[src/rtl/led_pattern_gen.sv]
// led_pattern_gen
//   Prescales the system clock to a step rate and drives an LED bank in one
//   of four modes: binary count, bouncing scan, PWM breathing, static hold.
//
// Ports
//   clock       system clock (sysclk)
//   resetn      synchronous reset, active-low
//   enable      1 = run; 0 = freeze prescaler/pattern/PWM and blank the LEDs
//   mode        requested mode: 0 BINARY, 1 SCAN, 2 BREATHE, 3 HOLD
//   pattern_in  static pattern shown in HOLD mode
//   leds        registered LED drive, bit i = LED i
//   step_tick   one-cycle pulse per pattern step
//   active_mode mode currently applied (changes only at step ticks)
module led_pattern_gen #(
  parameter int SYS_CLK_FREQ = 30_000_000,
  parameter int STEP_FREQ    = 8,
  parameter int NUM_LEDS     = 8,
  parameter int PWM_BITS     = 4
) (
  input  logic                clock,
  input  logic                resetn,
  input  logic                enable,
  input  logic [1:0]          mode,
  input  logic [NUM_LEDS-1:0] pattern_in,
  output logic [NUM_LEDS-1:0] leds,
  output logic                step_tick,
  output logic [1:0]          active_mode
);

  typedef enum logic [1:0] {
    MODE_BINARY  = 2'd0,
    MODE_SCAN    = 2'd1,
    MODE_BREATHE = 2'd2,
    MODE_HOLD    = 2'd3
  } mode_t;

  localparam int DIV     = SYS_CLK_FREQ / STEP_FREQ;
  localparam int PRESC_W = (DIV > 1) ? $clog2(DIV) : 1;
  localparam int POS_W   = (NUM_LEDS > 1) ? $clog2(NUM_LEDS) : 1;

  localparam logic [PRESC_W-1:0]  PRESC_LAST = PRESC_W'(DIV - 1);
  localparam logic [POS_W-1:0]    POS_LAST   = POS_W'(NUM_LEDS - 1);
  localparam logic [PWM_BITS-1:0] LEVEL_MAX  = '1;
  localparam logic [NUM_LEDS-1:0] LED_ONE    = NUM_LEDS'(1);

  logic [PRESC_W-1:0]  prescaler;
  mode_t               mode_q;
  logic [NUM_LEDS-1:0] count;
  logic [POS_W-1:0]    pos;
  logic                scan_down;
  logic [PWM_BITS-1:0] level;
  logic                level_down;
  logic [PWM_BITS-1:0] pwm_cnt;

  logic [POS_W-1:0]    pos_adv;
  logic                scan_down_adv;
  logic [PWM_BITS-1:0] level_adv;
  logic                level_down_adv;
  logic [NUM_LEDS-1:0] led_pattern;

  assign active_mode = mode_q;

  // Scan position bounces between the end LEDs without repeating an endpoint.
  always_comb begin
    pos_adv       = pos;
    scan_down_adv = scan_down;
    if (NUM_LEDS > 1) begin
      if (!scan_down) begin
        if (pos == POS_LAST) begin
          scan_down_adv = 1'b1;
          pos_adv       = pos - 1'b1;
        end else begin
          pos_adv = pos + 1'b1;
        end
      end else begin
        if (pos == '0) begin
          scan_down_adv = 1'b0;
          pos_adv       = pos + 1'b1;
        end else begin
          pos_adv = pos - 1'b1;
        end
      end
    end
  end

  // Breathing level triangles 0..MAXL..0, again without repeated endpoints.
  always_comb begin
    level_adv      = level;
    level_down_adv = level_down;
    if (!level_down) begin
      if (level == LEVEL_MAX) begin
        level_down_adv = 1'b1;
        level_adv      = level - 1'b1;
      end else begin
        level_adv = level + 1'b1;
      end
    end else begin
      if (level == '0) begin
        level_down_adv = 1'b0;
        level_adv      = level + 1'b1;
      end else begin
        level_adv = level - 1'b1;
      end
    end
  end

  // LED image from the registered pattern state; registering it below puts
  // a pattern change on the pins one cycle after its step_tick.
  always_comb begin
    led_pattern = '0;
    case (mode_q)
      MODE_BINARY:  led_pattern = count;
      MODE_SCAN:    led_pattern = LED_ONE << pos;
      MODE_BREATHE: led_pattern = {NUM_LEDS{pwm_cnt < level}};
      MODE_HOLD:    led_pattern = pattern_in;
      default:      led_pattern = '0;
    endcase
  end

  always_ff @(posedge clock) begin
    if (!resetn) begin
      prescaler  <= '0;
      step_tick  <= 1'b0;
      leds       <= '0;
      mode_q     <= MODE_BINARY;
      count      <= '0;
      pos        <= '0;
      scan_down  <= 1'b0;
      level      <= '0;
      level_down <= 1'b0;
      pwm_cnt    <= '0;
    end else if (!enable) begin
      step_tick <= 1'b0;
      leds      <= '0;
    end else begin
      leds    <= led_pattern;
      pwm_cnt <= pwm_cnt + 1'b1;
      if (prescaler == PRESC_LAST) begin
        prescaler <= '0;
        step_tick <= 1'b1;
        if (mode_t'(mode) != mode_q) begin
          // A mode switch restarts every pattern rather than advancing it.
          mode_q     <= mode_t'(mode);
          count      <= '0;
          pos        <= '0;
          scan_down  <= 1'b0;
          level      <= '0;
          level_down <= 1'b0;
        end else begin
          case (mode_q)
            MODE_BINARY: count <= count + 1'b1;
            MODE_SCAN: begin
              pos       <= pos_adv;
              scan_down <= scan_down_adv;
            end
            MODE_BREATHE: begin
              level      <= level_adv;
              level_down <= level_down_adv;
            end
            default: ;
          endcase
        end
      end else begin
        prescaler <= prescaler + 1'b1;
        step_tick <= 1'b0;
      end
    end
  end

endmodule
[config.mk]
export PLATFORM = sky130hd
export DESIGN_NAME = led_pattern_gen
export DESIGN_NICKNAME = d
export VERILOG_FILES = /design/src/rtl/led_pattern_gen.sv
export SDC_FILE = /design/constraint.sdc
export NUM_CORES = 1
export LEC_CHECK = 0
export CORE_ASPECT_RATIO = 0.75
export CORE_MARGIN = 2
export CORE_UTILIZATION = 63
export CTS_CLUSTER_SIZE = 24
export DETAILED_ROUTE_END_ITERATION = 6
export PLACE_DENSITY = 0.82
export REMOVE_ABC_BUFFERS = 1
export SLEW_MARGIN = 10
export SYNTH_ARGS = -nofsm -noshare
export SYNTH_HDL_FRONTEND = slang
export SYNTH_SLANG_ARGS = --single-unit
[constraint.sdc]
create_clock -name clock -period 3.69 [get_ports clock]
set_clock_uncertainty 0.1 [all_clocks]
set_input_delay 0.369 -clock clock [delete_from_list [all_inputs] [get_ports clock]]
set_output_delay 0.369 -clock clock [all_outputs]
set_load 0.02 [all_outputs]
## Word level (Yosys, flattened, before mapping)

Index checks and enable logic that the tools add are counted.

- Register bits: 54
- Input port bits: 13
- Logic and storage cells: 62

- Add/sub/neg operators: 7
- Magnitude comparators: 1
- Equality and inequality tests: 7
- Shift operators: 1
- Mux-type cells: 25
- Reductions and logical operators: 11

Operators with widths:

| cell | number |
|---|---|
| one-hot mux 8 bit (4 select lines) | 1 |
| adder 22 x 1 -> 22 bit (second input constant) | 1 |
| == test 22 bit (second input constant) | 1 |
| 2-to-1 mux 22 bit | 1 |
| 2-to-1 mux 4 bit | 5 |
| 2-to-1 mux 8 bit | 2 |
| 2-to-1 mux 3 bit | 5 |
| AND reduction 3 bit | 4 |
| 2-to-1 mux 1 bit | 11 |
| adder 4 x 1 -> 4 bit (second input constant) | 2 |
| adder 8 x 1 -> 8 bit (second input constant) | 1 |
| left shift 1 x 3 -> 8 bit (first input constant) | 1 |
| nonzero test 2 bit | 3 |
| == test 2 bit (second input constant) | 2 |
| == test 4 bit (second input constant) | 1 |
| zero test 4 bit | 1 |
| less-than comparator 4 bit | 1 |
| subtractor 4 x 1 -> 4 bit (second input constant) | 1 |
| adder 3 x 1 -> 3 bit (second input constant) | 1 |
| == test 3 bit (second input constant) | 1 |
| zero test 3 bit | 1 |
| subtractor 3 x 1 -> 3 bit (second input constant) | 1 |
| == test 2 x 1 -> 1 bit (second input constant) | 1 |
| zero test 2 bit | 1 |
| other kinds (2) | 2 |

## Longest topological paths before layout

- Depth in word-level cells: 5
- Mapped depth: 7
- Mapped depth without buffers: 6

## Least setup slack after synthesis

OpenSTA, ideal clock, no wires.

- Path type: reg2reg
- Start point: reg prescaler[4]
- End point: reg count[2]
- Library setup time: 72 ps
- Arrival: 2155 ps
- Data required time: 3518 ps
- Setup slack: 1363 ps
- Stages on the path, launching flop included: 7
- Path buffers: 2
- Clock period less this slack: 2327 ps
- Cells stage by stage: dfxtp_1 -> or4b_1 -> or4_1 -> buf_2 -> buf_4 -> nor4_1 -> mux2i_1

- Longest elaborated chain between the ends: 2

Ends and longest elaborated chain:

| what | RTL line | RTL |
|---|---|---|
| start, declared | 46 | `logic [PRESC_W-1:0] prescaler;` |
| start signal, assigned | 164 | `prescaler <= prescaler + 1'b1;` |
| == test 22 bit | 138 | `if (prescaler == PRESC_LAST) begin` |
| AND reduction 3 bit (no source line) | n/a |  |
| end signal, assigned | 151 | `MODE_BINARY: count <= count + 1'b1;` |
| end, declared | 48 | `logic [NUM_LEDS-1:0] count;` |

Every way passes these cells.
A chain may end at the register's enable or synchronous reset.

## Final worst setup path

- Start point: in enable
- End point: reg level[1]

- Longest elaborated chain between the ends: 1

Ends and longest elaborated chain:

| what | RTL line | RTL |
|---|---|---|
| start, declared | 22 | `input logic enable,` |
| AND reduction 3 bit (no source line) | n/a |  |
| end signal, assigned | 157 | `level <= level_adv;` |
| end, declared | 51 | `logic [PWM_BITS-1:0] level;` |

Every way passes these cells.

==> flow_summary.yaml <==
outcome:
  status: "completed"
cts:
  cts_buffers: 5
  clockRootBuffer: "clkbuf_8"
  post_cts_buffers: 0
  clockBufferDepth: 2
  cts_tree: "done"
  cts_hold_buffers: 0
  clkLatencyLatePin_ps: 310
  clkTransAtPathRegs_ps: 100
  h-tree-depth: 2
  cts.sinks: 54
  cts_resized: 0
synth:
  synthTopCellsByArea: "dfxtp_1 35%, ha_1 6.4%, nor2_1 4.6%"
  synth_seq_area_share_pct: 34.6
  async_reset_ff_share_pct: 0
  synth.avg_cell_area_um2: 8.22
  synth_top_cells_by_count: "54 x dfxtp_1, 38 x nor2_1, 35 x nand2_1, 24 x a21oi_1, 18 x o21ai_0"
  synth_most_common_cell: "dfxtp_1"
  yosysUniqueCellTypes: 50
  ys_warn_count: 0
  synth.largest_area_cell: "dfxtp_1"
  synth_edf_count: 0
  synthCells: 380
  synth_top_area_share_pct: 34.6
  yosys_register_bits: 54
  synth_area_mm2: 0.00312
  synth_ff_type: "dfxtp_1"
worst_setup_path:
  cpPeakStageDelay_ps: 600
  crit_type: "in2reg"
  critPathRequiredTime_ps: 3810
  endpoint_kind: "register"
  crit_path_frequent_cell: "buf_4"
  crit_chain: "clkdlybuf4s50_1 -> buf_4 -> nand4_1 -> or4_1 -> buf_4 -> or3_4 -> o32ai_1"
  crit_path_start_kind: "primary input"
  cp_max_fo: 25
  crit_buf_inv: 3
  crit_arrival_ps: 2830
  crit_slowest_cell: "or4_1"
  cp_top_family: "simple AND/OR/NAND/NOR gates"
global_routing:
  antenna_found_initial: 0
  grt-ovfl-total: 0
  grt_max_degree: 26
  grt_pass1_wl_um: 12100
  grt.total_usage_pct: 27.1
  grt_pass1_vias: 2557
floorplanning:
  start_util_pct: 64.4
  die_w_um: 85.3
  die_area_mm2: 0.00554
  row_count: 22
  die_height_um: 65.0
  boundaryPins: 24
  core-area_mm2: 0.00484
routing:
  drt-initial-drc-count: 206
  antenna_left: 0
  drc_errors: 0
  routedWlPerCell_um: 15.8
  vias_per_cell: 6.21
  wl_um: 7120
  drtPass1Iterations: 6
  vias: 2800
min_path:
  hold_class: "reg2reg"
timing:
  rsz0062_at_grt: "no"
  slew_headroom_pct: 43.6
  finalWorstSetupSlack_ps: 972
  fin_setup_tns_ps: 0
  period_share_pct: 73.7
  slew_viol_final: 0
  setup_viol_count_final: 0
  tightestPinTransition_ps: 843
  fmax_mhz: 368
  hold_viol: 0
  fin_crit_ps: 2720
power:
  p_leak_nw: 1.13
  power_uw: 989
  max-vdd-ir-drop_mv: 0.230
  power_density_mw_per_mm2: 287
place:
  gp_congestion: 0.861
  detailed_place_hpwl_um: 5130
  place_worst_setup_slack_ps: 666
  portBuffers: 23
  placed_cells: 443
  placed_area_mm2: 0.00336
layout:
  area_delta_synth_final_pct: 10.5
  nets: 419
  finalInstanceArea_mm2: 0.00345
  drive_gt1_share_pct: 6.14
  n_fill_cell: 386
  diodes: 0
  stdcell_count: 451
run:
  drv_cap: 0
[worst reg2reg max path: cells and delay by family (launching register included)]
| kind | cells | cell delay, ps |
|---|---|---|
| buffers and inverters | 1 | 230 |
| DFF | 1 | 410 |
| adders and majority gates | 1 | 210 |
| and+or+nand+nor | 3 | 1330 |
| AOI/OAI and AO/OA | 1 | 280 |
[cells in the final DEF (no fill, tap or decap), types with 9 or more instances in the layout]
cell	n
or3_1	9
o211ai_1	9
dfxtp_1	54
xnor2_1	11
ha_1	16
nand4_1	9
nand2_1	35
nand3_1	11
nor2_1	38
o21ai_0	18
inv_1	17
clkdlybuf4s50_1	23
a21oi_1	24
xor2_1	10
mux2i_1	10
[worst paths after layout]
kind	start	endpoint	slack, ps	depth (start not counted)
setup / recovery	enable	level[1]	970	7
hold / removal	count[1]	count[1]	410	2
setup reg to reg	prescaler[0]	level[1]	1040	6
hold reg to reg	count[1]	count[1]	410	2
[cell families after synthesis]
| logic type | Yosys count | synth area share, % |
|---|---|---|
| AND/OR/NAND/NOR | 151 | 26.0 |
| AO/OA/AOI/OAI | 85 | 18.0 |
| flip-flops | 54 | 34.6 |
| buffers and inverters | 41 | 5.21 |
| XOR/XNOR | 21 | 5.89 |
| adder cells (fa/ha/maj) | 16 | 6.41 |
| multiplexers | 12 | 3.93 |
[sequential cells by signal (all words and copies together) (netlist names)]
signal and cells:
prescaler 22, active_mode 2, step_tick 1, level_down 1, pwm_cnt 4, level 4, count 8, leds 8
pos 3, scan_down 1
[where the power goes]
group	internal (mW)	total [mW]	switching (mW)
registers	0.587	0.592	0.00503
clock network	0.152	0.342	0.190
logic	0.0246	0.0548	0.0303
[per-layer routing]
metal  GRT usage [%]  vias up  wire, um
li1                -     1387         -
met3            4.97        9       444
met4            7.74        0        79
met1            38.4     1324      3400
met5               0        -         0
met2            42.2       80      3200
[per-stage QoR]
stage | util, % | hold slack, ps
after CTS | 71.2 | 402
final | 71.2 | 408
after detailed placement | 69.3 | 387
after global placement | 69.3 | 387
after global routing | 71.2 | 440
after floorplan | - | 360
[area by class of cell]
type                            count  area, um2  area share (%)
Timing Repair Buffer               27        260            7.54
Inverter                           17       63.8            1.85
Sequential cell                    54       1080            31.3
Clock buffer                        7       86.3            2.50
Multi-Input combinational cell    285       1880            54.4
Tap cell                           60       75.1            2.18
Clock inverter                      1       5.00           0.145
Power figures use the tool's default switching activity.
